--- config.mk ---
export PLATFORM = sky130hd
export DESIGN_NAME = if_fetch_stage_flat
export DESIGN_NICKNAME = d
export VERILOG_FILES = /design/src/rtl/if_fetch_stage_if.sv /design/src/rtl/if_fetch_stage.sv /design/src/flat_wrapper.sv
export SDC_FILE = /design/constraint.sdc
export NUM_CORES = 1
export LEC_CHECK = 0
export CAP_MARGIN = 20
export CORE_MARGIN = 8
export CORE_UTILIZATION = 58
export CTS_CLUSTER_SIZE = 24
export DETAILED_ROUTE_END_ITERATION = 6
export GPL_TIMING_DRIVEN = 1
export PLACE_DENSITY_LB_ADDON = 0.2
export SLEW_MARGIN = 20
export SYNTH_ARGS = -nofsm -noshare
export SYNTH_HDL_FRONTEND = slang
export SYNTH_SLANG_ARGS = --single-unit
--- constraint.sdc ---
create_clock -name clk -period 3.8 [get_ports clk]
set_input_delay 0.38 -clock clk [delete_from_list [all_inputs] [get_ports clk]]
set_output_delay 0.38 -clock clk [all_outputs]
set_load 0.05 [all_outputs]
--- src/rtl/if_fetch_stage_if.sv ---
// Instruction-memory request/response bus between fetch and imem.
// master: fetch side (req/addr out), slave: memory side (rvalid/rdata out).
interface if_fetch_stage_if #(
    parameter int WORD_WIDTH = 32
);
    logic                  req;
    logic [WORD_WIDTH-1:0] addr;
    logic                  rvalid;
    logic [WORD_WIDTH-1:0] rdata;

    modport master (
        output req,
        output addr,
        input  rvalid,
        input  rdata
    );

    modport slave (
        input  req,
        input  addr,
        output rvalid,
        output rdata
    );
endinterface

--- src/rtl/if_fetch_stage.sv ---
// Instruction fetch + IF/ID register; one outstanding imem request.
// Ports: clk, rst (async low), freeze, branch_taken/branch_address,
// imem (master bus), pc/instruction/valid to ID.
// Optional macro IF_PERF_COUNTERS_EN adds fetched_count/squashed_count.
module if_fetch_stage #(
    parameter int                    WORD_WIDTH = 32,
    parameter logic [WORD_WIDTH-1:0] RESET_PC   = '0
) (
    input  logic                  clk,
    input  logic                  rst,
    input  logic                  freeze,
    input  logic                  branch_taken,
    input  logic [WORD_WIDTH-1:0] branch_address,
    if_fetch_stage_if.master      imem,
    output logic [WORD_WIDTH-1:0] pc,
    output logic [WORD_WIDTH-1:0] instruction,
    output logic                  valid
`ifdef IF_PERF_COUNTERS_EN
    ,
    output logic [31:0]           fetched_count,
    output logic [31:0]           squashed_count
`endif
);

    typedef enum logic [1:0] {
        IDLE,
        REQ,
        SQUASH,
        HOLD
    } state_t;

    state_t state, state_n;

    logic [WORD_WIDTH-1:0] fetch_pc, fetch_pc_n;
    logic [WORD_WIDTH-1:0] req_addr, req_addr_n;
    logic [WORD_WIDTH-1:0] buf_pc, buf_pc_n;
    logic [WORD_WIDTH-1:0] buf_instr, buf_instr_n;
    logic [WORD_WIDTH-1:0] pc_n, instr_n;
    logic                  valid_n;
    logic                  load;
    logic                  drop;
    logic [WORD_WIDTH-1:0] req_inc;
    logic [WORD_WIDTH-1:0] target;

    assign req_inc   = req_addr + WORD_WIDTH'(4);
    assign target    = {branch_address[WORD_WIDTH-1:2], 2'b00};
    assign imem.req  = (state == REQ) || (state == SQUASH);
    assign imem.addr = req_addr;

    always_comb begin
        state_n     = state;
        fetch_pc_n  = fetch_pc;
        req_addr_n  = req_addr;
        buf_pc_n    = buf_pc;
        buf_instr_n = buf_instr;
        pc_n        = pc;
        instr_n     = instruction;
        // Without freeze the slot empties unless something new loads.
        valid_n     = freeze ? valid : 1'b0;
        load        = 1'b0;
        drop        = 1'b0;

        if (branch_taken) begin
            pc_n       = '0;
            instr_n    = '0;
            valid_n    = 1'b0;
            fetch_pc_n = target;
            unique case (state)
                IDLE: begin
                    state_n    = REQ;
                    req_addr_n = target;
                end
                HOLD: begin
                    drop       = 1'b1;
                    state_n    = REQ;
                    req_addr_n = target;
                end
                REQ, SQUASH: begin
                    // An in-flight request must finish before the
                    // address may move; if it finishes now, drop it.
                    if (imem.rvalid) begin
                        drop       = 1'b1;
                        state_n    = REQ;
                        req_addr_n = target;
                    end else begin
                        state_n = SQUASH;
                    end
                end
                default: state_n = IDLE;
            endcase
        end else begin
            unique case (state)
                IDLE: begin
                    state_n    = REQ;
                    req_addr_n = fetch_pc;
                end
                REQ: begin
                    if (imem.rvalid) begin
                        if (freeze) begin
                            buf_pc_n    = req_inc;
                            buf_instr_n = imem.rdata;
                            state_n     = HOLD;
                        end else begin
                            pc_n       = req_inc;
                            instr_n    = imem.rdata;
                            valid_n    = 1'b1;
                            load       = 1'b1;
                            fetch_pc_n = req_inc;
                            req_addr_n = req_inc;
                        end
                    end
                end
                HOLD: begin
                    if (!freeze) begin
                        pc_n       = buf_pc;
                        instr_n    = buf_instr;
                        valid_n    = 1'b1;
                        load       = 1'b1;
                        fetch_pc_n = buf_pc;
                        req_addr_n = buf_pc;
                        state_n    = REQ;
                    end
                end
                SQUASH: begin
                    if (imem.rvalid) begin
                        drop       = 1'b1;
                        req_addr_n = fetch_pc;
                        state_n    = REQ;
                    end
                end
                default: state_n = IDLE;
            endcase
        end
    end

    always_ff @(posedge clk or negedge rst) begin
        if (!rst) begin
            state       <= IDLE;
            fetch_pc    <= RESET_PC;
            req_addr    <= RESET_PC;
            buf_pc      <= '0;
            buf_instr   <= '0;
            pc          <= '0;
            instruction <= '0;
            valid       <= 1'b0;
        end else begin
            state       <= state_n;
            fetch_pc    <= fetch_pc_n;
            req_addr    <= req_addr_n;
            buf_pc      <= buf_pc_n;
            buf_instr   <= buf_instr_n;
            pc          <= pc_n;
            instruction <= instr_n;
            valid       <= valid_n;
        end
    end

`ifdef IF_PERF_COUNTERS_EN
    always_ff @(posedge clk or negedge rst) begin
        if (!rst) begin
            fetched_count  <= '0;
            squashed_count <= '0;
        end else begin
            if (load) fetched_count <= fetched_count + 32'd1;
            if (drop) squashed_count <= squashed_count + 32'd1;
        end
    end
`else
    logic unused_flags;
    assign unused_flags = load ^ drop;
`endif

endmodule

--- src/flat_wrapper.sv ---
// flat-port wrapper written by rule: the top's interface ports become plain ports
module if_fetch_stage_flat 
#(
    parameter int                    WORD_WIDTH = 32,
    parameter logic [WORD_WIDTH-1:0] RESET_PC   = '0
)
  (clk, rst, freeze, branch_taken, branch_address, pc, instruction, valid, imem_req, imem_addr, imem_rvalid, imem_rdata);
  if_fetch_stage_if #(.WORD_WIDTH(WORD_WIDTH)) imem_i ();
  input  logic clk;
  input  logic rst;
  input  logic freeze;
  input  logic branch_taken;
  input  logic [WORD_WIDTH-1:0] branch_address;
  output logic [WORD_WIDTH-1:0] pc;
  output logic [WORD_WIDTH-1:0] instruction;
  output logic valid;
  output wire logic [$bits(imem_i.req)-1:0] imem_req;
  output wire logic [$bits(imem_i.addr)-1:0] imem_addr;
  input wire logic [$bits(imem_i.rvalid)-1:0] imem_rvalid;
  input wire logic [$bits(imem_i.rdata)-1:0] imem_rdata;
  assign imem_req = imem_i.req;
  assign imem_addr = imem_i.addr;
  assign imem_i.rvalid = imem_rvalid;
  assign imem_i.rdata = imem_rdata;
  if_fetch_stage #(.WORD_WIDTH(WORD_WIDTH), .RESET_PC(RESET_PC)) u_core (.clk(clk), .rst(rst), .freeze(freeze), .branch_taken(branch_taken), .branch_address(branch_address), .imem(imem_i), .pc(pc), .instruction(instruction), .valid(valid));
endmodule
# Yosys cells after proc, flatten, opt, wreduce, memory -nomap -nowiden
# Index checks and enable logic that the tools add are counted.
dict set report classes {
  add_sub_neg 1
  n_eq_ne 9
  muxes 29
  n_bitwise 1
  n_reduce_logical 9
}
# op n
set op_table {}
lappend op_table {{32-bit 2-to-1 mux} 12}
lappend op_table {{32-bit case mux with 2 select lines} 3}
lappend op_table {{32-bit case mux with 4 select lines} 1}
lappend op_table {{32-bit by 3-bit adder with 32-bit output, second input constant} 1}
lappend op_table {{3-bit inequality test, second input constant} 6}
lappend op_table {{2-bit 2-to-1 mux} 6}
lappend op_table {{4-bit AND reduction} 3}
lappend op_table {{2-bit case mux with 4 select lines} 1}
lappend op_table {{5-bit AND reduction} 1}
lappend op_table {{2-bit equality test, second input constant} 2}
lappend op_table {{1-bit 2-to-1 mux} 4}
lappend op_table {{2-bit case mux with 2 select lines} 1}
lappend op_table {{2-bit OR reduction} 2}
lappend op_table {{3-bit nonzero test} 1}
lappend op_table {{2-bit by 1-bit equality test with 1-bit output, second input constant} 1}
lappend op_table {{2-bit zero test} 1}
lappend op_table {{1-bit case mux with 2 select lines} 1}
lappend op_table {{1-bit logical OR} 1}
lappend op_table {{1-bit NOT} 1}
dict set report totals {
  ff_bits 195
  inputBits 69
  output_inout_bits 98
}

# Depth between registers and ports, before layout
# Gate-level depths: netlist of run 1.
dict set report logic_depth {
  word_depth 5
  ltp_mapped 10
  depth_no_buf 7
}

# Worst setup path after synthesis of run 1
# OpenSTA, ideal clock, no wires.
dict set report synth_timing {
  path_kind {register to register}
  startpoint {register u_core.req_addr[2] (netlist: u_core.imem.addr[2])}
  endpoint {register u_core.fetch_pc[26]}
  t_arrival_ps 2327
  required_ps 3674
  slack_ps 1347
  path_stages_with_launch 7
  path_buffers 0
  period_less_slack_ps 2453
  path_cell_list {dfrtp_1 ha_1 nand4_1 nor3_1 a31oi_1 o31a_1 a221o_1}
}
dict set report synth_via {
  elab_chain_len 5
}
# item line
set synth_lines {}
lappend synth_lines {{from (decl)} if_fetch_stage.sv:35} ;# logic [WORD_WIDTH-1:0] req_addr, req_addr_n;
lappend synth_lines {{from (signal assigned)} if_fetch_stage.sv:149} ;# req_addr <= req_addr_n;
lappend synth_lines {{32-bit by 3-bit adder with 32-bit output} if_fetch_stage.sv:45} ;# assign req_inc = req_addr + WORD_WIDTH'(4);
lappend synth_lines {{32-bit 2-to-1 mux} if_fetch_stage.sv:99} ;# if (freeze) begin
lappend synth_lines {{32-bit 2-to-1 mux} if_fetch_stage.sv:98} ;# if (imem.rvalid) begin
lappend synth_lines {{32-bit case mux with 2 select lines} if_fetch_stage.sv:92} ;# unique case (state)
lappend synth_lines {{32-bit 2-to-1 mux} if_fetch_stage.sv:63} ;# if (branch_taken) begin
lappend synth_lines {{to (signal assigned)} if_fetch_stage.sv:148} ;# fetch_pc <= fetch_pc_n;
lappend synth_lines {{to (decl)} if_fetch_stage.sv:34} ;# logic [WORD_WIDTH-1:0] fetch_pc, fetch_pc_n;
# No other way between the ends. The select of a mux whose other input is x is not followed.
# A chain may end at the register's enable or synchronous reset.

# Final worst setup path of run 1
dict set report layout_timing {
  startpoint {register u_core.state[1]}
  endpoint {register u_core.req_addr[29] (netlist: u_core.imem.addr[29])}
}
dict set report layout_via {
  elab_chain_len 4
  word_cells_on_any_way 15
  cone_classes {eq/ne (8); mux (3); reduce/logical (4)}
}
# item line
set layout_lines {}
lappend layout_lines {{from (decl)} if_fetch_stage.sv:32} ;# state_t state, state_n;
lappend layout_lines {{from (signal assigned)} if_fetch_stage.sv:147} ;# state <= state_n;
lappend layout_lines {{2-bit equality test, or another cell as far along} {if_fetch_stage.sv:68, if_fetch_stage.sv:92}}
lappend layout_lines {{2-bit OR reduction, on equally long branches} -}
lappend layout_lines {{3-bit inequality test (no source line) / 32-bit case mux with 2 select lines (equally long branches)} -}
lappend layout_lines {{5-bit AND reduction (no source line) / 32-bit 2-to-1 mux (equally long branches)} -}
# Several ways; a longest one is shown, not always the timed one.

==> metrics, run 1 <==
Top FF cell, synth dfrtp_1; failing checks negative hold slack; PD cells 840 nW/um^2; All-Layer GR Usage 0.257; Final Cycle Share 0.742; number of CTS-inserted buffers 17; Synth async-reset ratio 1.00; # hold bufs at CTS 0; max_slew headroom 0.357; post_cts resized 0; max-cap viol count 0; M1 WL 11100 microns; met3 wire length 2730 microns; layout cell share with drive strength beyond 1 0.115; clk sinks 193; I/O pin cnt 167; Yosys cell types 66; Die W 146 microns; Final Hold Vio Count 9; nets 1150; RSZ-0062 raised after global routing false; Mapped Area 9740 sq um; Fin Hold WS -0.0145 ns; Critical R2R Launch u_core.state[1]$_DFFE_PN0P_; CTS max path bufs 2; Slew Viols, Final 0; Area after DPL 11500 sq um; Worst Path Required 4.09 ns; number of antenna diodes 0; DP Worst Slack 1.11 ns; final worst slack 0.981 ns; P_leak 5.15 nW; total negative slack 0 ns; Setup CP Type reg -> reg; final antenna-violating net count 0; yosys warns 0; arrival time worst endpoint 3.11 ns; die area 21200 sq um; initial antenna violation count 0; Mapped Avg Cell Area 10.2 sq um; worst reg-to-reg path cell count 8; vias 8164; fin area 12100 sq um; WL/cell 20.6 microns; met2 wire len 12500 microns; DP HPWL 17600 microns; total power 10.2 mW; post-synthesis sequential area ratio 0.496; Core Area 16500 sq um; syn_nets 1028; DRT iter0 DRCs 648; placer congestion estimate 0.909; I/O Buffers 164; GR Overflow Total 0; measured slew at the worst slew-check pin 0.960 ns; status complete, but fails checks; Area Growth Syn to Fin 24.0%; root buf cell clkbuf_16; first-pass GRT wire length 44300 microns; Clk Latency, worst-skew pair 0.44 ns; Chip Height 146 microns; Initial Util 0.589; drt drc 0; fmax 355 MHz; clock skew 0.0124 ns; H-tree depth 4; vias in the first global route 8443; min Tclk post-route 2.82 ns; Core Util, Final 0.731; CTS tree done; largest net degree at the start of global routing 87; Post-CTS Setup Inserts 0; Core Rows 47; CTS clock-pin slew for the worst setup and hold paths 0.07 ns; first drt pass iteration count 5; Setup violations, final 0; via density per instance 6.24; CP Capture Type flip-flop; crit path launch type flip-flop; Worst Path Max Fanout 11; WL final 26900 microns; VDD IR-drop max 0.000534 V; Worst Hold Class in -> async; Post-synth EDFFs 0; max layer used met4; Post-Syn Instances 955; Setup crit start u_core.state[1]$_DFFE_PN0P_; synthesized flop and latch total 193
==> worst max-delay path: stages, from the launching register on <==
cell      delay (ns)
dfrtp_1         0.41
inv_1           0.09
ha_1            0.28
buf_4           0.23
o21bai_1        0.36
a21oi_1         0.11
nor2_1          0.75
a21boi_0        0.22
o21bai_1        0.22
==> metal layers <==
layer  track usage  vias to the layer above
li1              -                     3747
met3        0.0979                       53
met1         0.314                     4019
met5             0                        -
met4        0.0890                        0
met2         0.409                      345
==> report_power, final <==
group          internal (mW)  switching (mW)
clock network          0.936           0.810
registers               2.82           0.714
logic                   1.75            3.12
==> Yosys cell counts (3+ instances only) <==
master / count / area, sq um
o21ba_2: 4 / 40.0
o21ai_1: 7 / 35.0
buf_1: 10 / 37.5
mux2i_1: 37 / 370
o31ai_1: 35 / 263
o21bai_1: 5 / 37.5
a21oi_1: 31 / 155
o211ai_1: 6 / 45.0
a221o_1: 13 / 130
a221oi_1: 9 / 78.8
o2bb2ai_1: 3 / 26.3
xnor2_1: 10 / 87.6
and2_1: 4 / 25.0
o31a_1: 3 / 26.3
nand3_2: 4 / 40.0
mux2_2: 46 / 518
nor3_1: 12 / 60.1
inv_1: 17 / 63.8
buf_2: 11 / 55.1
nor4_1: 10 / 62.6
dfrtp_1: 193 / 4830
nand4_1: 11 / 68.8
a21boi_0: 5 / 37.5
a21o_1: 12 / 90.1
nor4_4: 4 / 85.1
buf_6: 4 / 45.0
and3_1: 6 / 37.5
nor2_1: 42 / 158
clkbuf_1: 47 / 176
a22oi_1: 34 / 255
o41ai_1: 3 / 26.3
buf_4: 6 / 45.0
o21ai_0: 94 / 470
a222oi_1: 11 / 110
a31oi_1: 10 / 62.6
xor2_1: 15 / 131
ha_1: 4 / 50.1
nand3_1: 23 / 115
nand2_1: 115 / 432
o22ai_1: 4 / 25.0
==> kinds of logic after synthesis <==
family	share of synthesized area
XOR/XNOR	0.0241
buffers and inverters	0.0475
flip-flops	0.496
AO/OA/AOI/OAI	0.207
AND/OR/NAND/NOR	0.129
adder cells (fa/ha/maj)	0.00514
multiplexers	0.0912
==> stage by stage <==
step | instances | hold slack [ns]
finish | 1308 | -0.0145
global placement | 1278 | 0.458
floorplan | 955 | 0.0844
CTS | 1308 | 0.0121
global route | 1308 | 0.0304
detailed placement | 1278 | 0.464
==> state kept, by name, indices dropped and copies added (netlist names) <==
| name | count |
|---|---|
| u_core.pc | 32 |
| u_core.instruction | 32 |
| u_core.fetch_pc | 30 |
| u_core.imem.addr | 32 |
| u_core.state | 2 |
| u_core.valid | 1 |
| u_core.buf_instr | 32 |
| u_core.buf_pc | 32 |
==> path summary, 6_finish.rpt <==
path / slack (ns) / end
max: 0.98 / u_core.imem.addr[29]$_DFFE_PN0P_
min: -0.01 / u_core.pc[2]$_DFFE_PN0P_
max reg2reg: 0.98 / u_core.imem.addr[29]$_DFFE_PN0P_
min reg2reg: 0.48 / u_core.pc[22]$_DFFE_PN0P_
max in group asynchronous: 2.92 / u_core.fetch_pc[28]$_DFFE_PN0P_
min in group clk: 0.48 / u_core.pc[22]$_DFFE_PN0P_
==> placed cells by master (no fill, tap or decap), types with 10 or more instances in the layout <==
cell	instances
dfrtp_1	193
clkdlybuf4s50_1	162
nand2_1	115
o21ai_0	94
mux2_2	46
nor2_1	41
mux2i_1	37
o31ai_1	35
a22oi_1	34
a21oi_1	30
nand3_1	22
inv_1	17
clkbuf_16	17
buf_4	17
xor2_1	15
a221o_1	13
nor3_1	12
a21o_1	12
nand4_1	11
a222oi_1	11
nor4_1	10
xnor2_1	10
==> layout make-up <==
cell class / count / area (sq um)
tap: 220 / 275
sequential: 193 / 4830
multi-input combinational: 663 / 4510
clock inverter: 11 / 106
inverter: 18 / 67.6
fill: 1200 / 4440
timing repair buffer: 184 / 1840
clock buffer: 19 / 453
No activity file was read; power rests on OpenSTA's default activity.
==> run 2, diff against run 1 <==
--- a/config.mk
+++ b/config.mk
@@ -7,7 +7,7 @@
 export LEC_CHECK = 0
 export CAP_MARGIN = 20
 export CORE_MARGIN = 8
-export CORE_UTILIZATION = 58
+export CORE_UTILIZATION = 48
 export CTS_CLUSTER_SIZE = 24
 export DETAILED_ROUTE_END_ITERATION = 6
 export GPL_TIMING_DRIVEN = 1
==> constraint.sdc (replaced) <==
create_clock -name clk -period 2.39 [get_ports clk]
set_input_delay 0.239 -clock clk [delete_from_list [all_inputs] [get_ports clk]]
set_output_delay 0.239 -clock clk [all_outputs]
set_load 0.05 [all_outputs]
==> metrics, run 2 (synthesis gave the netlist of run 1 again) <==
Slew Viols, Final 0 (unchanged); CP Capture Type flip-flop; Worst setup endpoint u_core.fetch_pc[19]$_DFFE_PN0P_; Initial Util 0.485 (-0.105); vias in the first global route 8186 (-3.0%); Setup CP Type reg -> reg; number of antenna diodes 0 (unchanged); PD cells 1350 nW/um^2 (+60%); CTS clock-pin slew for the worst setup and hold paths 0.07 ns (about the same); VDD IR-drop max 0.000732 V (+37%); Fin Hold WS 0.224 ns (+0.238 ns); Reg2Reg Setup Slack 0.21 ns (-0.77 ns); DRT iter0 DRCs 615 (-5.1%); first-pass GRT wire length 44500 microns (+0.50%); via density per instance 5.89 (-5.6%); H-tree depth 4 (unchanged); die area 25100 sq um (+18%); worst-path cell chain inv_1 -> ha_1 -> mux2_2 -> a21oi_4 -> buf_4 -> a222oi_1 -> o21ai_0; Setup crit start u_core.state[1]$_DFFE_PN0P_; commonest non-fill, non-tap cell in the layout dfrtp_1; Final Hold Vio Count 0 (-9); largest net degree at the start of global routing 82 (-5.7%); Area Growth Syn to Fin 29.3%; max-cap viol count 0 (unchanged); Critical R2R Launch u_core.state[1]$_DFFE_PN0P_; vias 8255 (+1.1%); CTS tree done; layout cell share with drive strength beyond 1 0.150 (+0.0354); clock skew 0.0102 ns (-0.00221 ns); commonest non-fill, non-tap cells in the layout dfrtp_1, clkdlybuf4s50_1, nand2_1, o21ai_0, buf_4; root buf cell clkbuf_16; Crit path depth 7 (-1); Setup violations, final 0 (unchanged); GR Overflow Total 0 (unchanged); Core Rows 52 (+11%); WL/cell 20.0 microns (-2.9%); fmax 459 MHz (+29%); DP HPWL 19100 microns (+8.7%); final antenna-violating net count 0 (unchanged); placer congestion estimate 0.912 (+0.31%); status complete, no violations; total negative slack 0 ns (unchanged); All-Layer GR Usage 0.227 (-0.0293); max_slew headroom 0.563 (+0.206); Core Area 20100 sq um (+22%); Worst Path Max Fanout 28 (+17); nets 1191 (+3.6%); measured slew at the worst slew-check pin 0.655 ns (-0.305 ns); crit path launch type flip-flop; Worst Path Required 2.73 ns (-1.36 ns); Worst Hold Class in -> async; I/O pin cnt 167 (unchanged); first drt pass iteration count 6 (+1); Worst path max stage delay 0.43 ns (-0.32 ns); Chip Height 158 microns (+8.8%); min Tclk post-route 2.18 ns (-0.639 ns); CP top delay family compound AO/OA/AOI/OAI gates; number of CTS-inserted buffers 17 (unchanged); Clk Latency, worst-skew pair 0.44 ns (about the same); initial antenna violation count 2 (+2); arrival time worst endpoint 2.52 ns (-0.59 ns); worst reg-to-reg path cell count 7 (-1); FF-to-FF End u_core.fetch_pc[19]$_DFFE_PN0P_; WL final 28000 microns (+4.0%); RSZ-0062 raised after global routing false; P_leak 5.42 nW (+5.2%); I/O Buffers 164 (unchanged); drt drc 0 (unchanged); Die W 158 microns (+8.8%); clk sinks 193 (unchanged); CP max stage cell dfrtp_1; Final Cycle Share 0.912 (+0.171); critical path buffer and inverter count 2 (unchanged); CTS max path bufs 2 (unchanged); Post-CTS Setup Inserts 0 (unchanged)
==> run 2: cell types whose count changed in the layout (fill, tap and decap cells not counted), sizes merged <==
| cell | change |
|---|---|
| buf | +40 |
| bufinv | +4 |
| clkinvlp | -3 |
| inv | +2 |
| clkdlybuf4s50 | -1 |
| clkinv | -1 |
| dlygate4sd2 | +1 |
| dlygate4sd3 | +1 |
==> run 2: where the power goes <==
part | leakage, nW | total, mW | internal [mW] | switching, mW
clock network | 0.331 | 3.27 | 1.94 | 1.33
logic | 2.64 | 8.17 | 3.02 | 5.14
registers | 2.44 | 5.52 | 4.49 | 1.03
total | 5.42 | 17.0 | 9.45 | 7.51
==> run 2: final cells by class <==
| cell class | instances | area, sq um |
|---|---|---|
| clock buffer | 19 | 453 |
| clock inverter | 13 | 223 |
| fill | 1704 | 7510 |
| inverter | 18 | 67.6 |
| multi-input combinational | 663 | 4510 |
| sequential | 193 | 4830 |
| tap | 270 | 338 |
| timing repair buffer | 225 | 2180 |
==> run 2: timing repair <==
action	CTS	global route
setup endpoints to repair	1	4
hold buffers	1	0
gates resized for setup	1	2
endpoints found under the hold margin	131	0
==> run 2: worst min-delay path by stage <==
stage	from	end	slack, ns
after floorplan	rst	u_core.buf_instr[0]$_DFFE_PN0P_	-0.06
after global placement	rst	u_core.pc[2]$_DFFE_PN0P_	0.1
after detailed placement	rst	u_core.pc[2]$_DFFE_PN0P_	0.1
after CTS	rst	u_core.buf_pc[31]$_DFFE_PN0P_	0.22
after global routing	rst	u_core.buf_pc[31]$_DFFE_PN0P_	0.23
final	rst	u_core.buf_pc[31]$_DFFE_PN0P_	0.22
==> run 2: stage by stage <==
| stage | power (mW) | utilization | setup WS, ns | area (sq um) | instances |
|---|---|---|---|---|---|
| after floorplan | 10.7 | - | 0.0516 | 9740 | 955 |
| after global placement | 13.5 | 0.592 | 0.241 | 11900 | 1368 |
| after detailed placement | 13.7 | 0.592 | 0.112 | 11900 | 1368 |
| after CTS | 17.0 | 0.626 | 0.130 | 12600 | 1401 |
| after global routing | 17.9 | 0.627 | 0.0536 | 12600 | 1401 |
| final | 17.0 | 0.627 | 0.209 | 12600 | 1401 |
==> run 2: worst register-to-register path, cell delays in order, from the launching register on <==
cell	delay (ns)
dfrtp_1	0.43
inv_1	0.10
ha_1	0.22
mux2_2	0.40
a21oi_4	0.29
buf_4	0.38
a222oi_1	0.15
o21ai_0	0.13
==> run 2: per-layer routing <==
layer  GRT usage  vias up  share of wire
li1            -     3855              -
met1       0.299     4053           0.42
met2       0.354      313           0.46
met3      0.0741       30          0.096
met4      0.0633        4          0.015
met5           0        -        0.00082
